`src/rtl/reuleaux_engine_if.sv`:
```
// rtl/reuleaux_engine_if.sv - pixel write port between the shape rasteriser and the VGA adapter
//
// Purpose: carries one candidate pixel at a time from the engine to the framebuffer sink.
//   A pixel transfers on a rising clock edge where vga_plot && vga_ready.
// Signals:
//   vga_x      X_W  pixel column         (engine -> sink)
//   vga_y      Y_W  pixel row            (engine -> sink)
//   vga_colour 3    pixel colour         (engine -> sink)
//   vga_plot   1    pixel valid          (engine -> sink)
//   vga_ready  1    sink accepts a pixel (sink -> engine)
interface reuleaux_engine_if #(
  parameter int X_W = 8,
  parameter int Y_W = 7
) ();
  logic [X_W-1:0] vga_x;
  logic [Y_W-1:0] vga_y;
  logic [2:0]     vga_colour;
  logic           vga_plot;
  logic           vga_ready;

  modport master (output vga_x, output vga_y, output vga_colour, output vga_plot, input vga_ready);
  modport slave  (input vga_x, input vga_y, input vga_colour, input vga_plot, output vga_ready);
endinterface

```
`src/rtl/reuleaux_engine.sv`:
```
// rtl/reuleaux_engine.sv - midpoint-circle shape rasteriser: circle, Reuleaux triangle, screen clear
//
// Purpose: walks midpoint-circle octants and emits one clipped pixel per accepted handshake.
//   mode 0 circle, 1 Reuleaux triangle (three filtered arcs), 2 raster clear, 3 reserved (no plots).
// Optional feature macro: REULEAUX_ENGINE_CLEAR_EN enables the mode 2 raster clear; without it
//   mode 2 finishes immediately with zero plots, like mode 3.
// Ports:
//   clock, reset        rising-edge clock, asynchronous active-high reset
//   colour, centre_x/y  draw colour and shape centre, sampled when the draw starts
//   radius, mode        circle radius / Reuleaux diameter and shape select, sampled at start
//   start, done         level request; done holds high until start drops
//   vga                 pixel write port (master side)
module reuleaux_engine #(
  parameter int X_W      = 8,
  parameter int Y_W      = 7,
  parameter int SCREEN_W = 160,
  parameter int SCREEN_H = 120
) (
  input  logic           clock,
  input  logic           reset,
  input  logic [2:0]     colour,
  input  logic [X_W-1:0] centre_x,
  input  logic [Y_W-1:0] centre_y,
  input  logic [X_W-1:0] radius,
  input  logic [1:0]     mode,
  input  logic           start,
  output logic           done,
  reuleaux_engine_if.master vga
);
  localparam int W  = X_W + 2;   // signed coordinate width
  localparam int DW = 2 * W;     // squared distance width
  localparam int CW = W + 2;     // decision variable width
  localparam int KW = X_W + 16;  // corner offset product width
  localparam logic signed [W-1:0]  SW_S  = W'(SCREEN_W);
  localparam logic signed [W-1:0]  SH_S  = W'(SCREEN_H);
  localparam logic signed [W-1:0]  W_ONE = W'(1);
  localparam logic signed [CW-1:0] C_ONE = CW'(1);

  typedef enum logic [2:0] {
    ST_IDLE, ST_INIT, ST_OCT, ST_STEP, ST_NEXT_ARC, ST_DONE
`ifdef REULEAUX_ENGINE_CLEAR_EN
    , ST_CLEAR
`endif
  } state_t;

  state_t                state;
  logic [1:0]            mode_r;
  logic [2:0]            colour_r;
  logic signed [W-1:0]   d_r, ax, ay, x_r, y_r;
  logic signed [CW-1:0]  crit_r;
  logic [2:0]            oct;
  logic [1:0]            arc;
  logic signed [W-1:0]   c_x [3];
  logic signed [W-1:0]   c_y [3];
`ifdef REULEAUX_ENGINE_CLEAR_EN
  logic [X_W-1:0]        clr_x;
  logic [Y_W-1:0]        clr_y;
`endif

  function automatic logic signed [CW-1:0] ext(input logic signed [W-1:0] v);
    return {{2{v[W-1]}}, v};
  endfunction

  function automatic logic signed [DW-1:0] sq(input logic signed [W-1:0] v);
    logic signed [DW-1:0] e;
    e = {{W{v[W-1]}}, v};
    return e * e;
  endfunction

  // Corner geometry from the raw inputs; only captured in INIT.
  logic [KW-1:0]       k_prod1, k_prod2;
  logic [X_W-1:0]      k1, k2;
  logic signed [W-1:0] in_cx, in_cy, in_d, half_d, c1_x, c2_x, c12_y, c3_y;
  assign k_prod1 = KW'(radius) * KW'(18918);
  assign k_prod2 = KW'(radius) * KW'(37837);
  assign k1      = X_W'(k_prod1 >> 16);
  assign k2      = X_W'(k_prod2 >> 16);
  assign in_cx   = {2'b00, centre_x};
  assign in_cy   = {{(W-Y_W){1'b0}}, centre_y};
  assign in_d    = {2'b00, radius};
  assign half_d  = {3'b000, radius[X_W-1:1]};
  assign c1_x    = in_cx + half_d;
  assign c2_x    = in_cx - half_d;
  assign c12_y   = in_cy + {2'b00, k1};
  assign c3_y    = in_cy - {2'b00, k2};

  // Candidate pixel for the current octant, clip and Reuleaux intersection filter.
  logic signed [W-1:0]  off_x, off_y, cand_x, cand_y;
  logic [1:0]           oa, ob;
  logic signed [DW-1:0] dist_a, dist_b, d_sq;
  logic                 on_screen, cand_ok;
  always_comb begin
    off_x = x_r;
    off_y = y_r;
    case (oct)
      3'd0: begin off_x = x_r;  off_y = y_r;  end
      3'd1: begin off_x = y_r;  off_y = x_r;  end
      3'd2: begin off_x = -y_r; off_y = x_r;  end
      3'd3: begin off_x = -x_r; off_y = y_r;  end
      3'd4: begin off_x = -x_r; off_y = -y_r; end
      3'd5: begin off_x = -y_r; off_y = -x_r; end
      3'd6: begin off_x = y_r;  off_y = -x_r; end
      default: begin off_x = x_r; off_y = -y_r; end
    endcase
    cand_x = ax + off_x;
    cand_y = ay + off_y;
    on_screen = !cand_x[W-1] && (cand_x < SW_S) && !cand_y[W-1] && (cand_y < SH_S);
    oa = 2'd1;
    ob = 2'd2;
    case (arc)
      2'd0:    begin oa = 2'd1; ob = 2'd2; end
      2'd1:    begin oa = 2'd0; ob = 2'd2; end
      default: begin oa = 2'd0; ob = 2'd1; end
    endcase
    dist_a  = sq(cand_x - c_x[oa]) + sq(cand_y - c_y[oa]);
    dist_b  = sq(cand_x - c_x[ob]) + sq(cand_y - c_y[ob]);
    d_sq    = sq(d_r);
    cand_ok = on_screen && ((mode_r != 2'd1) || ((dist_a <= d_sq) && (dist_b <= d_sq)));
  end

  // Midpoint step: y advances every step, x only when the decision variable goes positive.
  logic signed [W-1:0]  y_nx, x_nx;
  logic signed [CW-1:0] crit_nx;
  always_comb begin
    y_nx = y_r + W_ONE;
    x_nx = x_r;
    crit_nx = crit_r;
    if (crit_r <= 0) begin
      crit_nx = crit_r + (ext(y_nx) <<< 1) + C_ONE;
    end else begin
      x_nx = x_r - W_ONE;
      crit_nx = crit_r + ((ext(y_nx) - ext(x_nx)) <<< 1) + C_ONE;
    end
  end

  always_ff @(posedge clock or posedge reset) begin
    if (reset) begin
      state          <= ST_IDLE;
      done           <= 1'b0;
      vga.vga_plot   <= 1'b0;
      vga.vga_x      <= '0;
      vga.vga_y      <= '0;
      vga.vga_colour <= '0;
      mode_r         <= '0;
      colour_r       <= '0;
      d_r            <= '0;
      ax             <= '0;
      ay             <= '0;
      x_r            <= '0;
      y_r            <= '0;
      crit_r         <= '0;
      oct            <= '0;
      arc            <= '0;
      for (int i = 0; i < 3; i++) begin
        c_x[i] <= '0;
        c_y[i] <= '0;
      end
`ifdef REULEAUX_ENGINE_CLEAR_EN
      clr_x          <= '0;
      clr_y          <= '0;
`endif
    end else begin
      case (state)
        ST_IDLE: if (start) state <= ST_INIT;
        ST_INIT: begin
          mode_r   <= mode;
          colour_r <= colour;
          d_r      <= in_d;
          c_x[0] <= c1_x;  c_y[0] <= c12_y;
          c_x[1] <= c2_x;  c_y[1] <= c12_y;
          c_x[2] <= in_cx; c_y[2] <= c3_y;
          ax     <= (mode == 2'd1) ? c1_x : in_cx;
          ay     <= (mode == 2'd1) ? c12_y : in_cy;
          x_r    <= in_d;
          y_r    <= '0;
          crit_r <= C_ONE - ext(in_d);
          oct    <= '0;
          arc    <= '0;
          if (mode == 2'd0 || mode == 2'd1) state <= ST_OCT;
`ifdef REULEAUX_ENGINE_CLEAR_EN
          else if (mode == 2'd2) begin
            clr_x <= '0;
            clr_y <= '0;
            state <= ST_CLEAR;
          end
`endif
          else state <= ST_DONE;
        end
        ST_OCT: begin
          if (vga.vga_plot) begin
            if (vga.vga_ready) begin
              vga.vga_plot <= 1'b0;
              oct <= oct + 3'd1;
              if (oct == 3'd7) state <= ST_STEP;
            end
          end else if (cand_ok) begin
            vga.vga_plot   <= 1'b1;
            vga.vga_x      <= cand_x[X_W-1:0];
            vga.vga_y      <= cand_y[Y_W-1:0];
            vga.vga_colour <= colour_r;
          end else begin
            oct <= oct + 3'd1;
            if (oct == 3'd7) state <= ST_STEP;
          end
        end
        ST_STEP: begin
          y_r    <= y_nx;
          x_r    <= x_nx;
          crit_r <= crit_nx;
          state  <= (y_nx > x_nx) ? ST_NEXT_ARC : ST_OCT;
        end
        ST_NEXT_ARC: begin
          if (mode_r == 2'd1 && arc != 2'd2) begin
            arc    <= arc + 2'd1;
            ax     <= c_x[arc + 2'd1];
            ay     <= c_y[arc + 2'd1];
            x_r    <= d_r;
            y_r    <= '0;
            crit_r <= C_ONE - ext(d_r);
            state  <= ST_OCT;
          end else begin
            state <= ST_DONE;
          end
        end
        ST_DONE: begin
          done <= 1'b1;
          if (!start && done) begin
            done  <= 1'b0;
            state <= ST_IDLE;
          end
        end
`ifdef REULEAUX_ENGINE_CLEAR_EN
        ST_CLEAR: begin
          if (vga.vga_plot) begin
            if (vga.vga_ready) begin
              vga.vga_plot <= 1'b0;
              if (clr_x == X_W'(SCREEN_W - 1)) begin
                clr_x <= '0;
                if (clr_y == Y_W'(SCREEN_H - 1)) state <= ST_DONE;
                else clr_y <= clr_y + 1'b1;
              end else begin
                clr_x <= clr_x + 1'b1;
              end
            end
          end else begin
            vga.vga_plot   <= 1'b1;
            vga.vga_x      <= clr_x;
            vga.vga_y      <= clr_y;
            vga.vga_colour <= colour_r;
          end
        end
`endif
        default: state <= ST_IDLE;
      endcase
    end
  end
endmodule
```
`src/flat_wrapper.sv`:
```
// flat-port wrapper written by rule: the top's interface ports become plain ports
module reuleaux_engine_flat 
#(
  parameter int X_W      = 8,
  parameter int Y_W      = 7,
  parameter int SCREEN_W = 160,
  parameter int SCREEN_H = 120
)
  (clock, reset, colour, centre_x, centre_y, radius, mode, start, done, vga_vga_x, vga_vga_y, vga_vga_colour, vga_vga_plot, vga_vga_ready);
  reuleaux_engine_if #(.X_W(X_W), .Y_W(Y_W)) vga_i ();
  input  logic clock;
  input  logic reset;
  input  logic [2:0] colour;
  input  logic [X_W-1:0] centre_x;
  input  logic [Y_W-1:0] centre_y;
  input  logic [X_W-1:0] radius;
  input  logic [1:0] mode;
  input  logic start;
  output logic done;
  output wire logic [$bits(vga_i.vga_x)-1:0] vga_vga_x;
  output wire logic [$bits(vga_i.vga_y)-1:0] vga_vga_y;
  output wire logic [$bits(vga_i.vga_colour)-1:0] vga_vga_colour;
  output wire logic [$bits(vga_i.vga_plot)-1:0] vga_vga_plot;
  input wire logic [$bits(vga_i.vga_ready)-1:0] vga_vga_ready;
  assign vga_vga_x = vga_i.vga_x;
  assign vga_vga_y = vga_i.vga_y;
  assign vga_vga_colour = vga_i.vga_colour;
  assign vga_vga_plot = vga_i.vga_plot;
  assign vga_i.vga_ready = vga_vga_ready;
  reuleaux_engine #(.X_W(X_W), .Y_W(Y_W), .SCREEN_W(SCREEN_W), .SCREEN_H(SCREEN_H)) u_core (.clock(clock), .reset(reset), .colour(colour), .centre_x(centre_x), .centre_y(centre_y), .radius(radius), .mode(mode), .start(start), .done(done), .vga(vga_i));
endmodule
```
`config.mk`:
```
export PLATFORM = sky130hd
export DESIGN_NAME = reuleaux_engine_flat
export DESIGN_NICKNAME = d
export VERILOG_FILES = /design/src/rtl/reuleaux_engine_if.sv /design/src/rtl/reuleaux_engine.sv /design/src/flat_wrapper.sv
export SDC_FILE = /design/constraint.sdc
export NUM_CORES = 2
export LEC_CHECK = 0
export CORE_ASPECT_RATIO = 2
export CORE_MARGIN = 8
export CORE_UTILIZATION = 50
export DETAILED_ROUTE_END_ITERATION = 10
export PLACE_DENSITY = 0.69
export SLEW_MARGIN = 30
export SYNTH_ARGS = -nofsm -noshare
export SYNTH_HDL_FRONTEND = slang
export SYNTH_SLANG_ARGS = --single-unit
export TNS_END_PERCENT = 100
```
`constraint.sdc`:
```
create_clock -name clock -period 13.35 [get_ports clock]
set_clock_uncertainty 0.05 [all_clocks]
set_input_delay 2.0025 -clock clock [delete_from_list [all_inputs] [get_ports clock]]
set_output_delay 2.0025 -clock clock [all_outputs]
set_load 0.005 [all_outputs]
```
==> metrics <==
outcome=completed; worst min path class=reg2reg; FF-to-FF Start=u_core.oct[1]; top-count cell post-synth=inv_1; DRT antenna net count=0; Syn Inst Count=3501; FP Rows=129; register area share after synthesis=10.9%; Max Freq=0.0787 GHz; CP max stage delay=0.68 ns; H-tree levels=4; syn_nets=4402; Die Height=367 um; Detailed Route Iter0 Violations=1582; Worst Setup EP=u_core.vga.vga_x[6]; final wirelength=82300 um; crit path from=u_core.oct[1]; Final nets=4439; Initial Util=50.2%; Critical Path Slowest Stage Cell=or4b_2; number of synthesized flops with an enable pin=0; fin util=54.3%; Worst-path clk slew=0.07 ns; slew of the pin with the lowest slew margin=0.979 ns; cts bufs inserted=17; crit end category=flop; Pre-antenna DRT Iters=5; Max transition margin=34.5%; reg-to-reg endpoint=u_core.vga.vga_x[6]; Slew Viols, Final=0; Synth async-reset ratio=100%; Synth warnings=0; final number of hold-violating endpoints=0; share of the synthesized area in the top cell type=29.9%; top cells by area, synth=fa_1, ha_1, dfrtp_1; CP top delay family=adder cells; clock tree sinks=134; CTS hold repair buffers=0; Synth Cell Area=30900 um2; die width=192 um; stages on the worst setup path=50; cells on worst reg2reg path=50; first-pass GRT wire length=133000 um; cell taking the most area after synthesis=fa_1; Routed WL per cell=19.0 um; Avg Cell Area, Syn=8.82 um2; layout cell share with drive strength beyond 1=5.89%; CP Data Required Time=13.62 ns; Vias per Instance=5.53; half-perimeter wire length after placement=69900 um; # DRC=0; setup TNS=0 ns; Remaining Overflow, GRT=0; Setup violations, final=0; Distinct cells, synth=76; CTS tree=yes; via count=24008; Tot GR Track Use=24.0%; most frequent CP cell=fa_1; top_reg_cell synth=dfrtp_1; area grow syn2layout=8.13%; I/O pin count=52; clock latency on the worst-skew pair=0.45 ns; initial antenna violation count=1; minimum clock period=12.70 ns; Max-Cap Viols=0; synthesized flop and latch total=134; arrival time worst endpoint=12.97 ns; # fillers=5667; gpl congestion=0.921; vias in the first global route=25004; DIE AREA=70500 um2; crit path max fanout=21; CP Class=reg2reg; Synth top cells by count=inv_1, fa_1, ha_1; CORE AREA=61500 um2; reg-to-reg setup timing slack=0.65 ns; CTS Buffer Depth=2; count of buffer and inverter cells on the critical path=7; largest net degree at the start of global routing=88; Buffers on Ports=51; startpoint types=flop; Tcrit/Tclk final=95.1%; DP Cell Count=4300; clk root buf=clkbuf_16; Finished Layout Cells=4338
logic make-up (layout without fill, tap and decap cells):
logic type	count (synthesis)	in the layout	share of synthesized area, %
flip-flops	134	134	10.9
other	0	1	0
XOR/XNOR	238	238	6.84
buffers and inverters	763	813	9.36
multiplexers	55	55	1.97
AND/OR/NAND/NOR	830	830	11.9
AO/OA/AOI/OAI	612	612	12.6
adder cells (fa/ha/maj)	869	869	46.4
worst min path at each step:
stage / startpoint / end / cells past startpoint
2_1_floorplan: u_core.mode_r[1] / u_core.mode_r[1] / 2
3_3_place_gp: u_core.colour_r[0] / u_core.colour_r[0] / 2
3_5_place_dp: u_core.mode_r[0] / u_core.mode_r[0] / 2
4_1_cts: u_core.mode_r[0] / u_core.mode_r[0] / 2
5_1_grt: u_core.mode_r[0] / u_core.mode_r[0] / 2
6_report: u_core.mode_r[0] / u_core.mode_r[0] / 2
tightest hold or removal path: stages, from the launching register on:
cell and delay (ns):
dfrtp_1 0.34, nand2_1 0.05, nand2_1 0.06
state kept, by name (all words and copies together) (netlist names), 7 cells and up:
register	cells
u_core.ax	10
u_core.ay	9
u_core.c_x	25
u_core.c_y	17
u_core.crit_r	12
u_core.d_r	8
u_core.vga.vga_x	8
u_core.vga.vga_y	7
u_core.x_r	10
u_core.y_r	10
metal layers:
layer / wire length, um / GRT usage [%]
met1: 33700 / 30.1
met2: 41600 / 41.6
met3: 3510 / 2.39
met4: 3490 / 9.43
met5: 0 / 0
cells in the final DEF (no fill, tap or decap), types with 14 or more instances in the layout:
cell,instances
inv_1,652
fa_1,462
ha_1,401
nor2_1,297
nand2_1,284
o21ai_0,171
xnor2_1,162
a21oi_1,152
dfrtp_1,132
buf_4,75
a21o_1,74
xor2_1,65
clkdlybuf4s50_1,51
nand2b_1,46
nand3_1,36
mux2i_1,31
nor3_1,30
nor2b_1,26
o21bai_1,25
a221oi_1,21
and2_1,21
or2_2,18
a211oi_1,17
clkbuf_16,17
o21a_1,15
mux2_2,14
a31oi_1,14
per-stage QoR:
stage	area [um2]	hold slack [ns]	worst slack, ns
detailed placement	32500	0.415	0.0423
floorplan	30900	0.387	0.922
global placement	32500	0.404	0.419
finish	33400	0.430	0.649
CTS	33100	0.431	0.0522
global route	33400	0.445	-0.0493
cell type report:
class	instances	area, um2	area share [%]
Timing Repair Buffer	127	1080	3.25
Inverter	654	2460	7.38
Clock buffer	19	453	1.36
Sequential cell	134	3360	10.0
Tap cell	786	983	2.95
Clock inverter	13	158	0.472
Antenna cell	1	2.50	0.00749
Multi-Input combinational cell	2604	24900	74.5
timing repair:
action / CTS / global route
pin swaps: 0 / 4
setup buffers: 0 / 5
setup endpoints to repair: 2 / 23
cloned: 0 / 0
resized for setup: 1 / 48
Power is not shown: default switching activity piles up to over one toggle a cycle in this logic, so the estimate is an artifact.
